==> config.mk <==
export PLATFORM = sky130hd
export DESIGN_NAME = rf_dump_reader
export DESIGN_NICKNAME = d
export VERILOG_FILES = /design/src/rtl/rf_dump_reader.sv
export SDC_FILE = /design/constraint.sdc
export NUM_CORES = 1
export LEC_CHECK = 0
export ABC_AREA = 1
export ABC_CLOCK_PERIOD_IN_PS = 1500
export CAP_MARGIN = 20
export CORE_ASPECT_RATIO = 1.1
export CORE_MARGIN = 2
export CORE_UTILIZATION = 38
export CTS_CLUSTER_DIAMETER = 40
export DETAILED_ROUTE_END_ITERATION = 10
export GPL_TIMING_DRIVEN = 0
export HOLD_SLACK_MARGIN = 0.1
export PLACE_DENSITY_LB_ADDON = 0.3
export SLEW_MARGIN = 20
export SYNTH_ARGS = -nofsm -noshare
export SYNTH_HDL_FRONTEND = slang
export SYNTH_SLANG_ARGS = --single-unit
==> constraint.sdc <==
create_clock -name clk -period 1.5 [get_ports clk]
set_clock_uncertainty 0.15 [all_clocks]
set_input_delay 0.225 -clock clk [delete_from_list [all_inputs] [get_ports clk]]
set_output_delay 0.225 -clock clk [all_outputs]
set_load 0.02 [all_outputs]
==> src/rtl/rf_dump_reader.sv <==
// rf_dump_reader: walks register-file addresses FIRST_ADDR..LAST_ADDR on a
// spare read port and streams each captured word, tagged with its address,
// over a valid/ready interface.
//
// Ports:
//   clk, rst_n    clock (rising edge) and asynchronous active-low reset
//   start         1-cycle request to begin a dump (ignored while busy)
//   abort         synchronous cancel of a dump in progress
//   rf_read_addr  read address to the RF (driven straight from a register)
//   rf_read_data  combinational read data from the RF
//   out_data      captured register value
//   out_tag       address out_data came from
//   out_valid     out_data/out_tag valid
//   out_ready     consumer accepts when high together with out_valid
//   busy          high whenever a dump is in progress
//   done          1-cycle pulse after the last word is accepted
module rf_dump_reader #(
    parameter int unsigned ADDR_WIDTH = 5,
    parameter int unsigned DATA_WIDTH = 32,
    parameter int unsigned FIRST_ADDR = 0,
    parameter int unsigned LAST_ADDR  = 31
) (
    input  logic                  clk,
    input  logic                  rst_n,
    input  logic                  start,
    input  logic                  abort,
    output logic [ADDR_WIDTH-1:0] rf_read_addr,
    input  logic [DATA_WIDTH-1:0] rf_read_data,
    output logic [DATA_WIDTH-1:0] out_data,
    output logic [ADDR_WIDTH-1:0] out_tag,
    output logic                  out_valid,
    input  logic                  out_ready,
    output logic                  busy,
    output logic                  done
);

    localparam logic [ADDR_WIDTH-1:0] FirstAddr = ADDR_WIDTH'(FIRST_ADDR);
    localparam logic [ADDR_WIDTH-1:0] LastAddr  = ADDR_WIDTH'(LAST_ADDR);

    typedef enum logic [1:0] {StIdle, StRead, StSend} state_e;

    state_e                state_q, state_d;
    logic [ADDR_WIDTH-1:0] addr_q, addr_d;
    logic [DATA_WIDTH-1:0] out_data_q, out_data_d;
    logic [ADDR_WIDTH-1:0] out_tag_q, out_tag_d;
    logic                  out_valid_q, out_valid_d;
    logic                  done_q, done_d;

    always_comb begin
        state_d     = state_q;
        addr_d      = addr_q;
        out_data_d  = out_data_q;
        out_tag_d   = out_tag_q;
        out_valid_d = out_valid_q;
        done_d      = 1'b0;

        unique case (state_q)
            StIdle: begin
                // start beats abort here; abort alone does nothing in idle
                if (start) begin
                    addr_d  = FirstAddr;
                    state_d = StRead;
                end
            end
            StRead: begin
                if (abort) begin
                    addr_d      = FirstAddr;
                    out_valid_d = 1'b0;
                    state_d     = StIdle;
                end else begin
                    out_data_d  = rf_read_data;
                    out_tag_d   = addr_q;
                    out_valid_d = 1'b1;
                    state_d     = StSend;
                end
            end
            StSend: begin
                // abort drops the pending word even if it is being accepted
                if (abort) begin
                    addr_d      = FirstAddr;
                    out_valid_d = 1'b0;
                    state_d     = StIdle;
                end else if (out_ready) begin
                    out_valid_d = 1'b0;
                    // compare before incrementing so addr never wraps
                    if (addr_q == LastAddr) begin
                        done_d  = 1'b1;
                        state_d = StIdle;
                    end else begin
                        addr_d  = addr_q + 1'b1;
                        state_d = StRead;
                    end
                end
            end
            default: begin
                state_d = StIdle;
            end
        endcase
    end

    always_ff @(posedge clk or negedge rst_n) begin
        if (!rst_n) begin
            state_q     <= StIdle;
            addr_q      <= FirstAddr;
            out_data_q  <= '0;
            out_tag_q   <= '0;
            out_valid_q <= 1'b0;
            done_q      <= 1'b0;
        end else begin
            state_q     <= state_d;
            addr_q      <= addr_d;
            out_data_q  <= out_data_d;
            out_tag_q   <= out_tag_d;
            out_valid_q <= out_valid_d;
            done_q      <= done_d;
        end
    end

    assign rf_read_addr = addr_q;
    assign out_data     = out_data_q;
    assign out_tag      = out_tag_q;
    assign out_valid    = out_valid_q;
    assign busy         = (state_q != StIdle);
    assign done         = done_q;

endmodule

After elaboration in Yosys (flattened, before gate mapping) --
Index checks and enable logic that the tools add are counted.
Operators by class: add/subtract/negate cells 1, equal/unequal tests 7, muxes and demuxes 20, bitwise logic cells 1, reductions and logical operators 8
Operator list (number):
- $mux W5 | 5
- $pmux W5 S3 | 1
- $mux W1 | 8
- $mux W2 | 4
- $ne A3 B3 Y1 const B | 2
- $pmux W2 S3 | 1
- $reduce_and A2 Y1 | 3
- $add A5 B1 Y5 const B | 1
- $eq A5 B5 Y1 const B | 1
- $reduce_and A5 Y1 | 1
- $ne A2 B2 Y1 const B | 2
- $reduce_bool A2 Y1 | 2
- $reduce_bool A3 Y1 | 1
- $eq A2 B1 Y1 const B | 1
- $eq A2 B2 Y1 const B | 1
- $logic_not A2 Y1 | 1
- $pmux W1 S2 | 1
- $not A1 Y1 | 1
Word-level totals: register bits after elaboration 46, input port bits 37, output and inout port bits 45, logic and storage cells 43

Logic depth before layout (Yosys ltp) --
Gate-level depths: netlist (run 1).
depth after elaboration 5, gate-level depth with buffers 11, gate-level depth less buffers 11

Least setup slack after synthesis (run 1) --
OpenSTA, ideal clock, no wires.
path type register -> register, start point register addr_q[0], in the netlist rf_read_addr[0], end point register addr_q[3], in the netlist rf_read_addr[3], setup time 0.065 ns, data arrival time 1.491 ns, required time 1.285 ns, slack -0.206 ns, cell stages (with the launch flop) 12, path buffers 0, clock period less this slack 1.706 ns, cell sequence dfrtp_1 > ha_1 > nand2_1 > nor2_1 > ha_1 > inv_1 > nor2_1 > nand2_1 > nand2_1 > nor2_2 > nand2_1 > nand2_1
Between the ends: word-level cells in the longest chain between the ends 5, elaborated cells between the ends (all ways) 8, classes of those cells add/sub (1); eq/ne (2); mux (4); reduce/logical (1)
RTL lines:
- from (decl) | line 43 | logic [ADDR_WIDTH-1:0] addr_q, addr_d;
- from (signal assigned) | line 104 | addr_q <= FirstAddr;
- from (signal assigned) | line 111 | addr_q <= addr_d;
- $add A5 B1 Y5 | line 90 | addr_d = addr_q + 1'b1;
- $mux W5 | line 86 | if (addr_q == LastAddr) begin
- $mux W5 | line 83 | end else if (out_ready) begin
- $mux W5 | line 79 | if (abort) begin
- $pmux W5 S3 | line 57 | unique case (state_q)
Several ways; a longest one is shown, not always the timed one. The select of a mux whose other input is x is not followed. A chain may end at the register's enable or synchronous reset.

Final worst setup path (run 1) --
start point register addr_q[1], in the netlist rf_read_addr[1], end point register state_q[0]
Between the ends: word-level cells in the longest chain between the ends 5
RTL lines:
- $eq A5 B5 Y1 | line 86
- $mux W1 | line 86
- $mux W2 | line 83
- $mux W2 | line 79
- $pmux W2 S3 | line 57
- to (signal assigned) | line 103 | state_q <= StIdle;
- to (signal assigned) | line 110 | state_q <= state_d;
- to (decl) | line 42 | state_e state_q, state_d;
No other way between the ends. The select of a mux whose other input is x is not followed.

==> flow_summary.yaml, run 1 <==
sta:
  setup_ws_ps: -175.5
  rsz0062_at_grt: "true"
  layout_min_cycle_time_ps: 1676
  min_period_over_period_pct: 111.7
  final-max-slew-violation-count: 0
  max_freq_mhz: 596.8
  setup_viol: 7
  finalHoldViolCount: 0
  slew-limit-headroom_pct: 66.29
  holdWs_ps: 290.7
  worst_pin_slew_ps: 505.6
synth:
  ys_types: 18
  yosysWarnings: 0
  synth-seq-cells: 46
  synth_area_um2: 1989
  synthTopCellsByArea: "dfrtp_1 (58%), nand2_1 (13%), o21ai_1 (9.6%), inv_1 (7.4%), buf_6 (2.8%)"
  syn-num-nets: 272
  ys_top_cells_by_count: "nand2_1 (69), dfrtp_1 (46), inv_1 (39)"
  async_flop_share_pct: 100.0
  synth_top_cell_area_share_pct: 57.86
  synth_area_per_cell_um2: 8.538
  ys.flop_type: "dfrtp_1"
  synth_edf_count: 0
  yosysTopAreaCell: "dfrtp_1"
  synthCells: 233
  seq_area_frac_synth_pct: 57.86
  yosysMostFrequentCell: "nand2_1"
placement:
  place_hpwl_um: 3297
  place_congestion: 0.8731
  portBuffers: 81
  place_inst: 373
critical_path:
  end_kind: "flip-flop"
  crit_arrival_ps: 1730
  rrSetupSlack_ps: -180
  worstPathMaxFanout: 2
  setup.worst_path.start_class: "flip-flop"
  rr_startpoint: "rf_read_addr[1]$_DFFE_PN0P_"
  worstReg2RegEnd: "state_q[0]$_DFFE_PN0P_"
  critPathKind: "flip-flop to flip-flop"
  r2r_cells: 10
  crit_required_ps: 1560
finish:
  fin_nets: 379
  stdcell_count: 399
  drive_above_1_share_pct: 18.48
  syn_to_final_growth_pct: 59.69
  num_antenna_cells: 0
cts:
  clk-insertion-delay-late_ps: 290
  clk_pin_slew_ps: 90
  clockBufferDepth: 2
  cts_buffers: 5
  clock-sinks: 46
  clock-root-buffer: "clkbuf_8"
  cts.htree.levels: 2
  tritoncts: "done"
run_status:
  status: "finished with violations"
  failed_checks: "negative setup slack"
power:
  irDropWorstVdd_mv: 0.7526
  p_total_uw: 5197
  pwr-share-clk_pct: 18.0
  seqPwrFrac_pct: 37.0
  p_int_uw: 3168
  swShare_pct: 39.04
  power_switching_uw: 2029
  power_frac_comb_pct: 45.0
  power-per-cell-area_nw_per_um2: 1636
  p_leak_uw: 0.001699
floorplan:
  dieArea_um2: 5831
  rows: 27
  ios: 82
  dieHeight_um: 79.89
  coreArea_um2: 5034
  initial_utilization_pct: 39.52
  dieWidth_um: 72.99
route:
  viasPerCell: 4.546
  drtAntennaViolNets: 0
  totalWireLength_um: 4877
  route.detailed.wl_per_inst_um: 12.22
  num_vias: 1814
  first_iter_violations: 81
  dr.pass1.iters: 4
  drc: 0
grt:
  grt_pass1_wl_um: 7672
  grt_remaining_overflow: 0
  grt_max_degree: 27
  grt_antenna_before_repair: 0
  track_usage_pct: 17.00
  first_global_vias: 1710
min_path:
  hp-class: "input pin to asynchronous set/reset pin"
run:
  maxCapViolations: 0
per-stage QoR:
stage	util [%]	setup TNS [ps]	instance area (µm²)	worst slack [ps]
floorplan	-	-521.4	2009	-107.2
finish	63.11	-1021	3177	-175.5
global route	63.11	-1682	3177	-242.7
detailed placement	57.77	-8288	2908	-230.3
global placement	57.47	-63890	2893	-1388
CTS	60.83	-775.8	3062	-130.1
layout make-up:
class | instances | area (µm²)
flip-flops and latches | 46 | 1156
fillers | 480 | 1857
repair buffers | 100 | 917.1
well taps | 58 | 72.57
clock inverters | 1 | 30.03
plain buffers | 8 | 71.32
inverters | 42 | 160.2
multi-input cells | 137 | 683.2
clock buffers | 7 | 86.33
routing by layer:
| metal | vias up | global-route usage [%] | share of wire, % |
|---|---|---|---|
| li1 | 920 | - | - |
| met3 | 4 | 4.672 | 5.2 |
| met5 | - | 0 | 0 |
| met2 | 64 | 28.29 | 49 |
| met1 | 826 | 21.70 | 45 |
| met4 | 0 | 4.259 | 0.64 |
cells in the final DEF (no fill, tap or decap), types with 2 or more instances in the layout:
cell type,instances
nand2_1,64
dfrtp_1,42
dlygate4sd2_1,41
inv_1,38
o21ai_1,38
clkdlybuf4s50_1,35
nor2_1,12
buf_4,12
buf_6,11
buf_2,6
clkbuf_8,6
nand2_2,5
dfrtp_2,4
inv_2,3
nor2_4,3
nor2_2,2
nand3_2,2
nand3_1,2
ha_4,2
state kept, by name (all words and copies together) (netlist names):
signal        flops
out_data         32
out_valid         1
done              1
rf_read_addr      5
state_q           2
out_tag           5
timing repair:
action / 4_1_cts / 5_1_grt
hold endpoints to repair: 20 / 0
resized for setup: 59 / 22
setup endpoints to repair: 51 / 25
pin swaps: 9 / 11
buffers inserted: 9 / 11
hold buffers: 1 / 0
power by group through the flow:
stage	Clock [µW]	Sequential [µW]	Combinational (µW)
final	933	1920	2340
after global routing	1030	1980	2560
after CTS	962	1920	2320
after detailed placement	0	1970	2590
after global placement	0	1960	2550
after floorplan	0	2510	810
cells by family (layout without fill, tap and decap cells):
family | count (synthesis) | after routing | synth area share (%)
AND/OR/NAND/NOR | 94 | 94 | 19.06
buffers and inverters | 50 | 158 | 11.51
flip-flops | 46 | 46 | 57.86
AO/OA/AOI/OAI | 41 | 41 | 10.31
adder cells (fa/ha/maj) | 2 | 2 | 1.258
worst max path at each step:
stage | startpoint | endpoint | slack [ps] | depth (start not counted)
2_1_floorplan | rf_read_addr[0]$_DFFE_PN0P_ | rf_read_addr[0]$_DFFE_PN0P_ | -110 | 11
3_3_place_gp | rst_n | rf_read_addr[1]$_DFFE_PN0P_ | -1390 | 1
3_5_place_dp | abort | out_data[28]$_DFFE_PN0P_ | -230 | 7
4_1_cts | rf_read_addr[0]$_DFFE_PN0P_ | rf_read_addr[0]$_DFFE_PN0P_ | -130 | 11
5_1_grt | rf_read_addr[1]$_DFFE_PN0P_ | rf_read_addr[4]$_DFFE_PN0P_ | -240 | 11
6_report | rf_read_addr[1]$_DFFE_PN0P_ | state_q[0]$_DFFE_PN0P_ | -180 | 10
critical path, stage by stage, from the launching register on:
cell	delay (ps)
dfrtp_2	440
ha_4	170
nand2_4	70
nor2_4	40
ha_4	160
inv_4	50
buf_4	100
buf_6	80
buf_6	80
nand3_2	80
a21oi_2	160
Power figures use the tool's default switching activity.
==> run 2, diff against run 1 <==
--- a/config.mk
+++ b/config.mk
@@ -16,6 +16,7 @@
 export GPL_TIMING_DRIVEN = 0
 export HOLD_SLACK_MARGIN = 0.1
 export PLACE_DENSITY_LB_ADDON = 0.3
+export REMOVE_ABC_BUFFERS = 1
 export SLEW_MARGIN = 20
 export SYNTH_ARGS = -nofsm -noshare
 export SYNTH_HDL_FRONTEND = slang
==> flow_summary.yaml, run 2 (same netlist as run 1, synthesis figures left out) <==
finish:
  syn_to_final_growth_pct: 53.71
  largest_reg_flops: 32
  drive_above_1_share_pct: 13.15
  fin_nets: 365
  final_cell_mix: "nand2_1 (65), dfrtp_1 (43), dlygate4sd2_1 (41)"
  fill_cells: 457
  num_antenna_cells: 0
  multi_input_area_um2: 706.9
  utilization_pct: 60.75
  seqCellArea_um2: 1155
  stdcell_count: 385
  final_common_cell: "nand2_1"
cts:
  clock-sinks: 46
  clock-root-buffer: "clkbuf_8"
  clockBufferDepth: 2
  clk_pin_slew_ps: 90
  tritoncts: "done"
  cts.htree.levels: 2
  cts_buffers: 5
  clk-insertion-delay-late_ps: 290
route:
  wl_met3_um: 286
  routedLengthMet1_um: 2306
  dr_wl_met2_um: 2298
  drtAntennaViolNets: 0
  first_iter_violations: 66
  drc: 0
  route.detailed.wl_per_inst_um: 12.85
  num_vias: 1821
  viasPerCell: 4.730
  dr.pass1.iters: 4
  totalWireLength_um: 4947
  topRoutingLayerUsed: "met4"
grt:
  grt_remaining_overflow: 0
  grt_pass1_wl_um: 7617
  grt_max_degree: 39
  track_usage_pct: 16.58
  first_global_vias: 1663
  grt_antenna_before_repair: 0
critical_path:
  end_kind: "flip-flop"
  crit_path_max_incr_delay_ps: 440
  cpLargestDelayFamily: "simple AND/OR/NAND/NOR gates"
  critPathKind: "flip-flop to flip-flop"
  crit_required_ps: 1590
  setup.worst_path.start_class: "flip-flop"
  crit_chain: "ha_4, nand2_2, nor2_1, ha_2, inv_2, nor2_1, nand2_1, nand2_2, nor2_4, nand2_1, nand2_1"
  r2r_cells: 11
  path_buf_inv: 1
  crit_slowest_cell: "dfrtp_2"
  cp_num_cells: 11
  crit_arrival_ps: 1710
  path_common_cell: "nand2_1"
  worstPathMaxFanout: 5
sta:
  holdWs_ps: 297.5
  final-max-slew-violation-count: 0
  finalHoldViolCount: 0
  setup_ws_ps: -115.9
  worst_pin_slew_ps: 540.6
  setup_tns_ps: -532.0
  layout_min_cycle_time_ps: 1616
  min_period_over_period_pct: 107.7
  slew-limit-headroom_pct: 63.96
  setup_viol: 5
  rsz0062_at_grt: "true"
  max_freq_mhz: 618.8
floorplan:
  dieHeight_um: 79.89
  initial_utilization_pct: 39.52
  dieWidth_um: 72.99
  rows: 27
  ios: 82
  coreArea_um2: 5034
  dieArea_um2: 5831
placement:
  place_hpwl_um: 3007
  pre_cts_ws_ps: -670.3
  portBuffers: 81
  place_congestion: 0.7326
  place_inst: 365
run_status:
  failed_checks: "negative setup slack"
  status: "finished with violations"
power:
  power-per-cell-area_nw_per_um2: 1725
  p_leak_uw: 0.001608
  irDropWorstVdd_mv: 0.8604
min_path:
  hp-class: "input pin to asynchronous set/reset pin"
run:
  maxCapViolations: 0
## run 2: cell types whose count changed in the layout (fill, tap and decap cells not counted), sizes merged
cell	before	now
clkinvlp	0	2
inv	42	41
nand3	4	7
clkdlybuf4s15	0	1
clkbuf	8	5
clkinv	0	1
buf	30	13
## run 2: per-stage QoR
| stage | total power, µW | instance area, µm² |
|---|---|---|
| after detailed placement | 4437 | 2824 |
| final | 5275 | 3058 |
| after global routing | 5667 | 3058 |
| after floorplan | 3221 | 1918 |
| after global placement | 4379 | 2801 |
| after CTS | 5128 | 2958 |
## run 2: repair_timing
item / CTS / global route
endpoints found under the setup margin: 91 / 47
cloned: 1 / 2
pin swaps: 1 / 4
endpoints found under the hold margin: 21 / 0
setup buffers: 3 / 5
hold buffers: 1 / 0
gates resized for setup: 65 / 12
## run 2: layer usage
metal / up-vias / track usage, %
li1: 906 / -
met1: 845 / 21.05
met2: 63 / 27.57
met3: 7 / 3.914
met4: 0 / 5.370
met5: - / 0
## run 2: final timing paths
| kind | from | to | slack [ps] |
|---|---|---|---|
| min reg2reg | out_data[20]$_DFFE_PN0P_ | out_data[20]$_DFFE_PN0P_ | 340 |
| max in group asynchronous | rst_n | rf_read_addr[0]$_DFFE_PN0P_ | 370 |
| min in group clk | rf_read_data[5] | out_data[5]$_DFFE_PN0P_ | 310 |
| min | rst_n | out_data[0]$_DFFE_PN0P_ | 300 |
| max | rf_read_addr[0]$_DFFE_PN0P_ | rf_read_addr[4]$_DFFE_PN0P_ | -120 |
| max reg2reg | rf_read_addr[0]$_DFFE_PN0P_ | rf_read_addr[4]$_DFFE_PN0P_ | -120 |
## run 2: final cells by class
class / count / area share (%)
Sequential cell: 46 / 37.77
Inverter: 42 / 5.401
Tap cell: 58 / 2.373
Timing Repair Buffer: 91 / 27.62
Clock inverter: 3 / 1.473
Multi-Input combinational cell: 140 / 23.12
Clock buffer: 5 / 2.250
## run 2: power by group
part           switching [µW]  internal, µW  total [µW]
Clock                     422           496         918
Combinational            1490           936        2430
Sequential                230          1700        1930
Total                    2140          3130        5280
